--- config.mk ---
export PLATFORM = sky130hd
export DESIGN_NAME = conv1d_requant_flat
export DESIGN_NICKNAME = d
export VERILOG_FILES = /design/src/rtl/conv1d_requant_if.sv /design/src/rtl/conv1d_requant.sv /design/src/flat_wrapper.sv
export SDC_FILE = /design/constraint.sdc
export NUM_CORES = 2
export LEC_CHECK = 0
export CORE_UTILIZATION = 30
export DETAILED_ROUTE_END_ITERATION = 8
export GPL_TIMING_DRIVEN = 1
export PLACE_DENSITY_LB_ADDON = 0.08
export SETUP_SLACK_MARGIN = 0.05
export SLEW_MARGIN = 20
export SYNTH_ARGS = -nofsm -noshare
export SYNTH_HDL_FRONTEND = slang
export SYNTH_SLANG_ARGS = --single-unit
--- constraint.sdc ---
create_clock -name clk -period 19.1 [get_ports clk]
set_clock_uncertainty 0.05 [all_clocks]
set_input_delay 4.775 -clock clk [delete_from_list [all_inputs] [get_ports clk]]
set_output_delay 4.775 -clock clk [all_outputs]
set_load 0.02 [all_outputs]
--- src/rtl/conv1d_requant_if.sv ---
`default_nettype none
// ============================================================================
// Module   : conv1d_requant_if
// Purpose  : Accumulator-in / packed-word-out stream bundle for conv1d_requant.
// Revision : 1.0  initial release
// ============================================================================
interface conv1d_requant_if #(
    parameter int ACC_WIDTH = 32,
    parameter int OUT_WIDTH = 8
);
    logic                   in_valid;
    logic                   in_ready;
    logic [ACC_WIDTH-1:0]   in_acc;
    logic                   in_last;
    logic                   out_valid;
    logic                   out_ready;
    logic [OUT_WIDTH*4-1:0] out_data;
    logic [3:0]             out_keep;

    modport master (
        output in_valid, in_acc, in_last, out_ready,
        input  in_ready, out_valid, out_data, out_keep
    );

    modport slave (
        input  in_valid, in_acc, in_last, out_ready,
        output in_ready, out_valid, out_data, out_keep
    );
endinterface
`default_nettype wire

--- src/rtl/conv1d_requant.sv ---
`default_nettype none
// ============================================================================
// Module   : conv1d_requant
// Purpose  : int32 accumulator to int8 requantizer (Q31 multiply, rounding
//            shift, offset, clamp), packing four results per output word.
// Revision : 1.0  initial release
// ============================================================================
module conv1d_requant #(
    parameter int ACC_WIDTH = 32,
    parameter int OUT_WIDTH = 8
) (
    input  logic                        clk,
    input  logic                        reset,
    input  logic signed [ACC_WIDTH-1:0] cfg_multiplier,
    input  logic signed [ACC_WIDTH-1:0] cfg_shift,
    input  logic signed [ACC_WIDTH-1:0] cfg_out_offset,
    input  logic signed [ACC_WIDTH-1:0] cfg_act_min,
    input  logic signed [ACC_WIDTH-1:0] cfg_act_max,
    conv1d_requant_if.slave             bus,
    output logic                        busy
);
    localparam int c_SW = $clog2(ACC_WIDTH);
    localparam int c_PW = 2 * ACC_WIDTH;
    localparam logic signed [c_PW-1:0] c_ONE      = {{(c_PW-1){1'b0}}, 1'b1};
    localparam logic signed [c_PW-1:0] c_HALF     = {{(ACC_WIDTH+1){1'b0}}, 1'b1, {(ACC_WIDTH-2){1'b0}}};
    localparam logic signed [c_PW-1:0] c_NEG_HALF = c_ONE - c_HALF;
    localparam logic signed [c_PW-1:0] c_TRUNC    = {{(ACC_WIDTH+1){1'b0}}, {(ACC_WIDTH-1){1'b1}}};
    localparam logic signed [ACC_WIDTH-1:0] c_MIN = {1'b1, {(ACC_WIDTH-1){1'b0}}};
    localparam logic signed [ACC_WIDTH-1:0] c_MAX = {1'b0, {(ACC_WIDTH-1){1'b1}}};
    localparam logic [ACC_WIDTH-1:0]        c_ONE_A = {{(ACC_WIDTH-1){1'b0}}, 1'b1};

    logic                  w_en, w_take;
    logic [c_SW-1:0]       w_lshift, w_rshift;

    assign w_en        = !bus.out_valid | bus.out_ready;
    assign bus.in_ready = w_en & ~reset;
    assign w_take      = bus.in_valid & bus.in_ready;
    assign w_lshift    = (cfg_shift > 0) ? c_SW'(cfg_shift) : '0;
    assign w_rshift    = (cfg_shift < 0) ? c_SW'(-cfg_shift) : '0;

    // S1: left shift; S2 multiply (product registered before the rounding divide); S3 output byte
    logic                        r_s1_valid, r_s1_last;
    logic signed [ACC_WIDTH-1:0] r_s1_x;
    logic                        r_mul_valid, r_mul_last, r_mul_sat;
    logic signed [c_PW-1:0]      r_mul_prod;
    logic                        r_s2_valid, r_s2_last;
    logic signed [ACC_WIDTH-1:0] r_s2_h;
    logic                        r_s3_valid, r_s3_last;
    logic [OUT_WIDTH-1:0]        r_s3_byte;

    logic signed [c_PW-1:0]      w_x_ext, w_m_ext, w_sum;
    logic signed [ACC_WIDTH-1:0] w_h, w_sh, w_r;
    logic [ACC_WIDTH-1:0]        w_mask, w_rem, w_thr;
    logic                        w_up;
    logic signed [ACC_WIDTH:0]   w_off, w_min, w_max, w_lo, w_cl;
    logic [OUT_WIDTH-1:0]        w_byte;

    assign w_x_ext = {{ACC_WIDTH{r_s1_x[ACC_WIDTH-1]}}, r_s1_x};
    assign w_m_ext = {{ACC_WIDTH{cfg_multiplier[ACC_WIDTH-1]}}, cfg_multiplier};
    assign w_sum   = r_mul_prod + ((r_mul_prod >= 0) ? c_HALF : c_NEG_HALF);
    // Arithmetic shift floors, so negative sums are biased to truncate toward zero
    assign w_h     = r_mul_sat ? c_MAX :
                     ACC_WIDTH'(w_sum[c_PW-1] ? ((w_sum + c_TRUNC) >>> (ACC_WIDTH-1))
                                              : (w_sum >>> (ACC_WIDTH-1)));

    assign w_mask = (c_ONE_A << w_rshift) - c_ONE_A;
    assign w_rem  = r_s2_h & w_mask;
    assign w_thr  = (w_mask >> 1) + {{(ACC_WIDTH-1){1'b0}}, r_s2_h[ACC_WIDTH-1]};
    assign w_up   = (w_rem > w_thr);
    assign w_sh   = r_s2_h >>> w_rshift;
    assign w_r    = w_sh + $signed({{(ACC_WIDTH-1){1'b0}}, w_up});
    assign w_off  = {w_r[ACC_WIDTH-1], w_r} + {cfg_out_offset[ACC_WIDTH-1], cfg_out_offset};
    assign w_min  = {cfg_act_min[ACC_WIDTH-1], cfg_act_min};
    assign w_max  = {cfg_act_max[ACC_WIDTH-1], cfg_act_max};
    // Upper bound applied last so an inverted range resolves to act_max
    assign w_lo   = (w_off < w_min) ? w_min : w_off;
    assign w_cl   = (w_lo > w_max) ? w_max : w_lo;
    assign w_byte = OUT_WIDTH'(w_cl);

    always_ff @(posedge clk or posedge reset) begin
        if (reset) begin
            r_s1_valid  <= 1'b0;
            r_s1_last   <= 1'b0;
            r_s1_x      <= '0;
            r_mul_valid <= 1'b0;
            r_mul_last  <= 1'b0;
            r_mul_sat   <= 1'b0;
            r_mul_prod  <= '0;
            r_s2_valid  <= 1'b0;
            r_s2_last   <= 1'b0;
            r_s2_h      <= '0;
            r_s3_valid  <= 1'b0;
            r_s3_last   <= 1'b0;
            r_s3_byte   <= '0;
        end else if (w_en) begin
            r_s1_valid  <= w_take;
            if (w_take) begin
                r_s1_x    <= bus.in_acc << w_lshift;
                r_s1_last <= bus.in_last;
            end
            r_mul_valid <= r_s1_valid;
            r_mul_last  <= r_s1_last;
            r_mul_sat   <= (r_s1_x == c_MIN) && (cfg_multiplier == c_MIN);
            r_mul_prod  <= w_x_ext * w_m_ext;
            r_s2_valid  <= r_mul_valid;
            r_s2_last   <= r_mul_last;
            r_s2_h      <= w_h;
            r_s3_valid  <= r_s2_valid;
            r_s3_last   <= r_s2_last;
            r_s3_byte   <= w_byte;
        end
    end

    logic [1:0]             r_idx;
    logic                   r_valid;
    logic [OUT_WIDTH*4-1:0] r_data, w_base_data, w_next_data;
    logic [3:0]             r_keep, w_base_keep, w_next_keep;
    logic                   w_done;

    assign w_done = (r_idx == 2'd3) | r_s3_last;

    // A held word is only left behind when en is high, i.e. it is being drained
    always_comb begin
        w_base_data = r_valid ? '0 : r_data;
        w_base_keep = r_valid ? 4'b0000 : r_keep;
        w_next_data = w_base_data;
        w_next_keep = w_base_keep;
        for (int k = 0; k < 4; k++) begin
            if (r_idx == 2'(k)) begin
                w_next_data[k*OUT_WIDTH +: OUT_WIDTH] = r_s3_byte;
                w_next_keep[k]                        = 1'b1;
            end
        end
    end

    always_ff @(posedge clk or posedge reset) begin
        if (reset) begin
            r_idx   <= 2'd0;
            r_valid <= 1'b0;
            r_data  <= '0;
            r_keep  <= 4'b0000;
        end else if (w_en) begin
            if (r_s3_valid) begin
                r_data  <= w_next_data;
                r_keep  <= w_next_keep;
                r_valid <= w_done;
                r_idx   <= w_done ? 2'd0 : r_idx + 2'd1;
            end else begin
                r_data  <= w_base_data;
                r_keep  <= w_base_keep;
                r_valid <= 1'b0;
            end
        end
    end

    assign bus.out_valid = r_valid;
    assign bus.out_data  = r_data;
    assign bus.out_keep  = r_keep;
    assign busy = r_s1_valid | r_mul_valid | r_s2_valid | r_s3_valid | r_valid | (r_idx != 2'd0);
endmodule
`default_nettype wire

--- src/flat_wrapper.sv ---
// flat-port wrapper written by rule: the top's interface ports become plain ports
module conv1d_requant_flat 
#(
    parameter int ACC_WIDTH = 32,
    parameter int OUT_WIDTH = 8
)
  (clk, reset, cfg_multiplier, cfg_shift, cfg_out_offset, cfg_act_min, cfg_act_max, busy, bus_in_valid, bus_in_acc, bus_in_last, bus_out_ready, bus_in_ready, bus_out_valid, bus_out_data, bus_out_keep);
  conv1d_requant_if #(.ACC_WIDTH(ACC_WIDTH), .OUT_WIDTH(OUT_WIDTH)) bus_i ();
  input  logic clk;
  input  logic reset;
  input  logic signed [ACC_WIDTH-1:0] cfg_multiplier;
  input  logic signed [ACC_WIDTH-1:0] cfg_shift;
  input  logic signed [ACC_WIDTH-1:0] cfg_out_offset;
  input  logic signed [ACC_WIDTH-1:0] cfg_act_min;
  input  logic signed [ACC_WIDTH-1:0] cfg_act_max;
  output logic busy;
  input wire logic [$bits(bus_i.in_valid)-1:0] bus_in_valid;
  input wire logic [$bits(bus_i.in_acc)-1:0] bus_in_acc;
  input wire logic [$bits(bus_i.in_last)-1:0] bus_in_last;
  input wire logic [$bits(bus_i.out_ready)-1:0] bus_out_ready;
  output wire logic [$bits(bus_i.in_ready)-1:0] bus_in_ready;
  output wire logic [$bits(bus_i.out_valid)-1:0] bus_out_valid;
  output wire logic [$bits(bus_i.out_data)-1:0] bus_out_data;
  output wire logic [$bits(bus_i.out_keep)-1:0] bus_out_keep;
  assign bus_i.in_valid = bus_in_valid;
  assign bus_i.in_acc = bus_in_acc;
  assign bus_i.in_last = bus_in_last;
  assign bus_i.out_ready = bus_out_ready;
  assign bus_in_ready = bus_i.in_ready;
  assign bus_out_valid = bus_i.out_valid;
  assign bus_out_data = bus_i.out_data;
  assign bus_out_keep = bus_i.out_keep;
  conv1d_requant #(.ACC_WIDTH(ACC_WIDTH), .OUT_WIDTH(OUT_WIDTH)) u_core (.clk(clk), .reset(reset), .cfg_multiplier(cfg_multiplier), .cfg_shift(cfg_shift), .cfg_out_offset(cfg_out_offset), .cfg_act_min(cfg_act_min), .cfg_act_max(cfg_act_max), .bus(bus_i), .busy(busy));
endmodule
==> run metrics <==
Critical Path RT 19.42 ns; top cells by area in the synthesized netlist fa_1 39%, dfrtp_1 8.3%, inv_1 8.3%, ha_1 8.1%, nand2_1 7.2%; CTS tree yes; library cells used by synthesis 101; chip width 432 um; Total GRT Usage 21.9%; num rows 157; Placer Congestion 0.887; max_cap viols 0; Ys Warns 0; number of fill cells 19,423; worst hold slack 0.421 ns; Seq/Total Area, Yosys 8.30%; share of the synthesized area in the top cell type 39.1%; critical path endpoint category flop; Port Buffer Count 235; dpl cell area 61,000 um2; number of DRC markers in iteration 0 2,358; Synth Register Bits 184; largest net degree at the start of global routing 78; RSZ-0062 raised after global routing no; via count 44,171; dominant cell type by area after synthesis fa_1; Placed Cells 8,967; CP dominant cell by count ha_1; Synth Flop Type dfrtp_1; area of the multi-input gates 45,000 um2; Final HPWL DP 156,000 um; H-Tree Depth 4; CTS Buffer Depth 2; Arr. time, crit path 18.38 ns; Synth Instances 6,404; worst skew pair latency 0.49 ns; root buffer cell clkbuf_16; Crit path largest cell delay 0.59 ns; slowest CP cell or4b_4; Max transition margin 26.2%; type of origin of the critical path input pin; final setup vio count 0; fin area 61,700 um2; DRT Pass-1 Iters 7; Clk pin slew, worst setup/hold paths 0.08 ns; Final Hold Vio Count 0; Post-synth ARST share 100%; first-pass GRT wire length 308,000 um; Setup WS pre-CTS -0.161 ns; Net Count, Synth 8,043; cell area after synthesis 55,500 um2; Hold Path Class flop to flop; grt ovf 0; area of the core 183,000 um2; FF+latch area 4600 um2; Final Slew Violations 0; Residual DRC 0; run status finished clean; part of the cycle the worst path needs 94.6%; EDFF count, synth 0; Worst Slack Setup Final 1.04 ns; Starting Density 30.2%; net count of the finished layout 8,164; drt total wl 201,000 um; Final min period 18.06 ns; Via density 4.90; largest fanout on the critical path 8; die footprint 187,000 um2; post-route antenna net violation count 0; share of cells above drive strength 1 5.52%; fin cells 9,009; wire per inst 22.3 um; Setup CP Type input pin to flop; IO Pins 236; clock sink count 184; Die Span Y 432 um; initial antenna violation count 9; vias in the first global route 47,735; fmax 0.0554 GHz; area grow syn2layout 11.3%; Worst-Margin Slew 1.10 ns; Mean Syn Cell Area 8.66 um2; CTS buffer count 17
## synth_stat cells, types with 58 or more instances
cell type and count:
inv_1 1226, fa_1 1083, nand2_1 1064, ha_1 359, clkbuf_1 294, and2_1 291
a21oi_1 259, nor2_1 238, o21ai_0 198, dfrtp_1 184, xnor2_1 149, mux2i_1 113
a21o_1 87, nand3_1 77, nand2b_1 58
## logic make-up after synthesis
kind of cell	share of synthesized area, %
and+or+nand+nor	17.0
buffers and inverters	10.8
adders and majority gates	47.2
AOI/OAI and AO/OA	9.21
xor gates and xnor gates	3.22
DFF	8.30
muxes	4.21
other	0.0135
## path summary, 6_finish.rpt
check | startpoint | to | slack (ns) | cells past startpoint
max | cfg_shift[1] | u_core.r_s3_byte[2] | 1.04 | 66
min | u_core.r_s2_last | u_core.r_s2_last | 0.42 | 2
max reg2reg | u_core.r_s2_h[31] | u_core.r_s3_byte[2] | 6.53 | 59
min reg2reg | u_core.r_s2_last | u_core.r_s2_last | 0.42 | 2
max in group asynchronous | reset | u_core.r_s2_h[15] | 12.25 | 4
min in group asynchronous | reset | u_core.bus.out_data[0] | 4.74 | 2
## sequential cells by signal, summed over array words and instances, names as in the netlist, 2 cells and up
register,cells
u_core.bus.out_data,32
u_core.bus.out_keep,4
u_core.r_idx,2
u_core.r_mul_prod,64
u_core.r_s1_x,32
u_core.r_s2_h,32
u_core.r_s3_byte,8
## cell type report
class                           count  share of cell area [%]
Clock inverter                     14                   0.243
Sequential cell                   184                    7.46
Tap cell                         2464                    4.99
Timing Repair Buffer              432                    6.21
Clock buffer                       18                   0.695
Inverter                         1229                    7.48
Antenna cell                        7                  0.0284
Multi-Input combinational cell   4661                    72.9
## placed cells by master, fill, tap and decap left out, types with 184 or more instances in the layout
cell type	instances
and2_1	291
inv_1	1225
dfrtp_1	184
buf_4	196
nand2_1	1060
o21ai_0	195
fa_1	1083
ha_1	357
a21oi_1	256
nor2_1	236
clkdlybuf4s50_1	233
## worst max-delay path: cells and delay by family
| kind | cells | cell delay [ns] |
|---|---|---|
| buffers and inverters | 7 | 1.25 |
| adder cells (fa/ha/maj) | 9 | 2.52 |
| XOR/XNOR | 2 | 0.23 |
| AND/OR/NAND/NOR | 19 | 4.55 |
| multiplexers | 1 | 0.23 |
| AO/OA/AOI/OAI | 28 | 4.78 |
## through the flow
step	TNS, ns	util, %
after floorplan	0	-
after global placement	0	33.3
after detailed placement	-1.02	33.3
after CTS	0	33.6
after global routing	0	33.6
final	0	33.7
## timing repair
action                                  in CTS  in global routing
gates resized for setup                      0                 22
buffers inserted                             0                  3
hold buffers                                 0                  0
endpoints found under the setup margin       0                  8
## metal layers
layer / vias up / global-route usage (%) / part of all wire [%]
met4: 2 / 5.67 / 2.8
met3: 196 / 1.60 / 3.8
met5: - / 0 / 0.0060
li1: 20228 / - / -
met2: 996 / 37.7 / 49
met1: 22749 / 29.6 / 45
Power is left out: the tool's default activity adds up to more than one toggle a clock period on the data nets, which glitch-free logic cannot reach.
